File: src/rtl/tick_sequencer.sv
// tick_sequencer: tick-paced LED pattern sequencer with a writable pattern memory.
// Ports:
//   mclk     clock, all logic on posedge
//   rst      synchronous active-high reset
//   tick     one-cycle pacing pulse from the delay stage
//   run      level, high = sequence, low = pause
//   step     one-cycle single-step pulse while paused
//   wr_en    pattern memory write strobe
//   wr_addr  write address
//   wr_data  entry {last, hold[2:0], pattern}
//   led      current pattern (registered)
//   addr     index of current entry (registered)
//   running  high while in RUN
//   wrap     one-cycle pulse when the sequence returns to entry 0
// Build option: define TICK_SEQ_STEP_EN to make step functional; otherwise step is ignored.
module tick_sequencer #(
    parameter int DEPTH_LOG2 = 4,
    parameter int LED_WIDTH  = 8
) (
    input  logic                  mclk,
    input  logic                  rst,
    input  logic                  tick,
    input  logic                  run,
    input  logic                  step,
    input  logic                  wr_en,
    input  logic [DEPTH_LOG2-1:0] wr_addr,
    input  logic [LED_WIDTH+3:0]  wr_data,
    output logic [LED_WIDTH-1:0]  led,
    output logic [DEPTH_LOG2-1:0] addr,
    output logic                  running,
    output logic                  wrap
);
    typedef enum logic [1:0] {IDLE, RUN, PAUSE} state_e;
    state_e                state_q, state_d;
    logic [LED_WIDTH+3:0]  mem_q [2**DEPTH_LOG2];
    logic [LED_WIDTH-1:0]  led_q;
    logic [DEPTH_LOG2-1:0] addr_q, idx;
    logic [2:0]            hold_q;
    logic                  last_q, wrap_q;
    logic                  step_en, fetch, adv, dec, wrap_d;
    logic [LED_WIDTH+3:0]  entry;
`ifdef TICK_SEQ_STEP_EN
    assign step_en = step;
`else
    logic unused_step;
    assign unused_step = step;
    assign step_en = 1'b0;
`endif
    always_ff @(posedge mclk)
        if (wr_en) mem_q[wr_addr] <= wr_data;
    always_ff @(posedge mclk) begin
        if (rst) begin
            state_q <= IDLE;
            led_q   <= '0;
            addr_q  <= '0;
            hold_q  <= '0;
            last_q  <= 1'b0;
            wrap_q  <= 1'b0;
        end else begin
            state_q <= state_d;
            wrap_q  <= wrap_d;
            if (fetch || adv) begin
                led_q  <= entry[LED_WIDTH-1:0];
                addr_q <= idx;
                hold_q <= entry[LED_WIDTH+2:LED_WIDTH];
                last_q <= entry[LED_WIDTH+3];
            end else if (dec) begin
                hold_q <= hold_q - 3'd1;
            end
        end
    end
    // A tick in the cycle run drops is ignored; run has priority over step in PAUSE.
    always_comb begin
        state_d = state_q;
        fetch   = 1'b0;
        adv     = 1'b0;
        dec     = 1'b0;
        case (state_q)
            IDLE:  if (run) begin state_d = RUN; fetch = 1'b1; end
            RUN:   if (!run) state_d = PAUSE;
                   else if (tick) begin dec = hold_q != 3'd0; adv = hold_q == 3'd0; end
            PAUSE: if (run) state_d = RUN;
                   else adv = step_en;
            default: state_d = IDLE;
        endcase
        // last is latched at fetch so a later write to the live entry cannot alter its wrap
        wrap_d = adv && (last_q || &addr_q);
        idx    = (fetch || wrap_d) ? '0 : addr_q + 1'b1;
        entry  = mem_q[idx];
    end
    always_comb begin
        led     = led_q;
        addr    = addr_q;
        running = state_q == RUN;
        wrap    = wrap_q;
    end
endmodule
File: config.mk
export PLATFORM = sky130hd
export DESIGN_NAME = tick_sequencer
export DESIGN_NICKNAME = d
export VERILOG_FILES = /design/src/rtl/tick_sequencer.sv
export SDC_FILE = /design/constraint.sdc
export NUM_CORES = 1
export LEC_CHECK = 0
export CORE_MARGIN = 2
export CORE_UTILIZATION = 28
export CTS_BUF_LIST = sky130_fd_sc_hd__clkbuf_8
export DETAILED_ROUTE_END_ITERATION = 10
export PLACE_DENSITY = 0.49
export SYNTH_ARGS = -nofsm -noshare
export SYNTH_HDL_FRONTEND = slang
export SYNTH_SLANG_ARGS = --single-unit
File: constraint.sdc
create_clock -name mclk -period 5.91 [get_ports mclk]
set_clock_uncertainty 0.1 [all_clocks]
set_input_delay 1.182 -clock mclk [delete_from_list [all_inputs] [get_ports mclk]]
set_output_delay 1.182 -clock mclk [all_outputs]
set_load 0.05 [all_outputs]
==> results.json <==
{
  "status": "complete, no violations",
  "critical_path_class": "primary input to flop",
  "ir_drop_uv": 107,
  "p_leak_nw": 3.29,
  "p_sw_frac": 0.241,
  "r2r-start": "hold_q[0]",
  "power_frac_clock": 0.373,
  "cts_hold_buf": 0,
  "dp_hpwl_mm": 12.0,
  "yosysWarnings": 0,
  "min_period_over_period": 0.680,
  "netSwitchingPower_w": 0.000742,
  "gr-total-overflow": 0,
  "synth_edf_count": 192,
  "synthToLayoutAreaGrowth_pct": 17.1,
  "syn_area_sq_um": 8540,
  "synth_area_leaders": "edfxtp_1, mux4_1, dfxtp_1",
  "post_cts_buffers": 0,
  "place.gp.congestion": 0.761,
  "r2r_cells": 8,
  "holdPathEnd": "addr[1]",
  "hold_violations": 0,
  "crit_arrival_ns": 4.27,
  "p_int_w": 0.00234,
  "clk_path_buf_depth": 3,
  "drt_pass1_iterations": 4,
  "fin_util": 0.335,
  "hold_path.class": "flop to flop",
  "yosysTopAreaCell": "edfxtp_1",
  "slew_viol_final": 0,
  "clk_latency_ns": 0.52,
  "clockRootBuffer": "clkbuf_8",
  "layout_common_cells": "edfxtp_1, nand2_1, nand3_1, clkbuf_8, a21oi_1",
  "fin_hold_ws_ns": 0.409,
  "cts_tree": "built",
  "min_from": "addr[1]",
  "fp.coreArea_sq_um": 29800,
  "slew_headroom": 0.266,
  "vias": 4920,
  "rows": 63,
  "p_comb_frac": 0.081,
  "syn_inst": 547,
  "slowest_stage": "a311oi_4",
  "n_antenna_cell": 0,
  "grt_pass1_wl_mm": 31.1,
  "max_clock_freq_mhz": 249,
  "die_w_microns": 179,
  "start_kind": "primary input",
  "htree_levels": 2,
  "routed_wl_mm": 20.9,
  "die_height_microns": 179,
  "post_cts_resized": 0,
  "pwr-share-seq": 0.547,
  "finalNetCount": 635,
  "setup_violations": 0,
  "grtUsageTotal": 0.134,
  "tightest_slew_ns": 1.10,
  "cts_sinks": 211,
  "cts_buffers": 35,
  "drc": 0,
  "dr.first_iter.drc_count": 345,
  "port_buffers": 34,
  "async_reset_ff_frac": 0,
  "crit_fanout": 31,
  "antenna_left": 0,
  "die_area_sq_um": 31900,
  "vias_per_cell": 4.80,
  "top_level_ports": 36,
  "max_stage_delay_ns": 0.92,
  "setup_tns_ns": 0,
  "synth_nets": 572,
  "antenna_found_initial": 0,
  "clk_pin_slew_ns": 0.06,
  "hold_path_depth": 2,
  "rrSetupSlack_ns": 2.49,
  "ys_types": 53,
  "grt_max_degree": 45,
  "fillers": 2919,
  "rsz0062_at_grt": "false",
  "synth_ff_type": "edfxtp_1",
  "rr_endpoint": "led[1]",
  "postSynthAreaPerCell_sq_um": 15.6,
  "pwr_density_cell_nw_per_um2": 308,
  "seq_area_frac_synth": 0.720,
  "cp.required_ns": 6.16,
  "drive_gt1_frac": 0.147,
  "routedWlPerCell_microns": 20.4,
  "final_common_cell": "edfxtp_1",
  "worstPathCellList": "clkdlybuf4s50_1 > and3b_1 > a311oi_4 > buf_12 > mux4_1 > a22oi_1 > a311oi_1",
  "cp-end-kind": "flop",
  "synth-seq-cells": 211,
  "start_util": 0.287,
  "grt_pass1_vias": 4984,
  "synth_top_area_frac": 0.675,
  "drv_cap": 0,
  "min_period_ns": 4.02
}
-- how the worst max path moves through the flow --
stage | from | end | slack, ns | depth (start not counted)
finish | tick | led[1] | 1.89 | 7
global route | tick | led[7] | 1.77 | 7
CTS | tick | led[7] | 1.89 | 7
detailed placement | tick | led[1] | 1.37 | 7
global placement | tick | led[1] | 1.44 | 7
floorplan | tick | hold_q[2] | 2.77 | 8
-- power by group through the flow --
stage | Combinational [W] | Clock [W] | Sequential (W)
after CTS | 0.000251 | 0.00118 | 0.00168
after detailed placement | 0.000250 | 0 | 0.00171
after floorplan | 0.000131 | 0 | 0.00173
after global routing | 0.000269 | 0.00125 | 0.00169
final | 0.000248 | 0.00115 | 0.00168
after global placement | 0.000245 | 0 | 0.00171
-- logic make-up after synthesis --
kind of cell    Yosys count  synth area share
xor+xnor                  5           0.00513
simple gates            178            0.0938
buf+inv                  35            0.0286
fa+ha+maj                 3           0.00440
flops                   211             0.720
mux                      29            0.0745
compound gates           86            0.0737
-- flip-flops by register name, indices dropped and copies added, names as in the netlist --
name,count
wrap,1
last_q,1
mem_q,192
addr,4
hold_q,3
state_q,2
led,8
-- layout make-up --
class,count,area (sq um),area share
clock buffer,37,509,0.0510
clock inverter,24,113,0.0113
inverter,7,26.3,0.00263
multi-input combinational,301,2200,0.220
sequential,211,6150,0.615
tap,390,488,0.0488
timing repair buffer,54,515,0.0516
-- Yosys cell counts, types with 4 or more instances --
cell,number
a21oi_1,35
a22oi_1,10
a311oi_1,10
a31oi_1,4
buf_6,5
clkbuf_1,11
dfxtp_1,19
edfxtp_1,192
inv_1,7
mux2i_1,5
mux4_1,15
mux4_2,8
nand2_1,85
nand3_1,44
nor2_1,25
nor3_1,9
o21ai_0,4
xnor2_1,4
-- per-layer routing --
metal | vias up | share of wire | global-route usage | wire [microns]
met5 | - | 0 | 0 | 0
met1 | 2508 | 0.47 | 0.190 | 9880
met2 | 119 | 0.45 | 0.209 | 9470
met3 | 33 | 0.057 | 0.0271 | 1200
li1 | 2260 | - | - | -
met4 | 0 | 0.015 | 0.0356 | 321
-- worst max-delay path: cells and delay by family --
kind	cells	cell delay, ns
mux	1	0.58
simple gates	1	0.35
buf+inv	2	0.76
compound gates	3	1.35
-- stage by stage --
step           power (W)  setup slack, ns  area, sq um  instances
4_1_cts          0.00312             1.89         9990       1024
3_5_place_dp     0.00196             1.37         9370        963
6_report         0.00308             1.89         9990       1024
3_3_place_gp     0.00196             1.44         9370        963
5_1_grt          0.00320             1.77         9990       1024
2_1_floorplan    0.00186             2.77         8540        547
No activity file was read; power rests on OpenSTA's default activity.
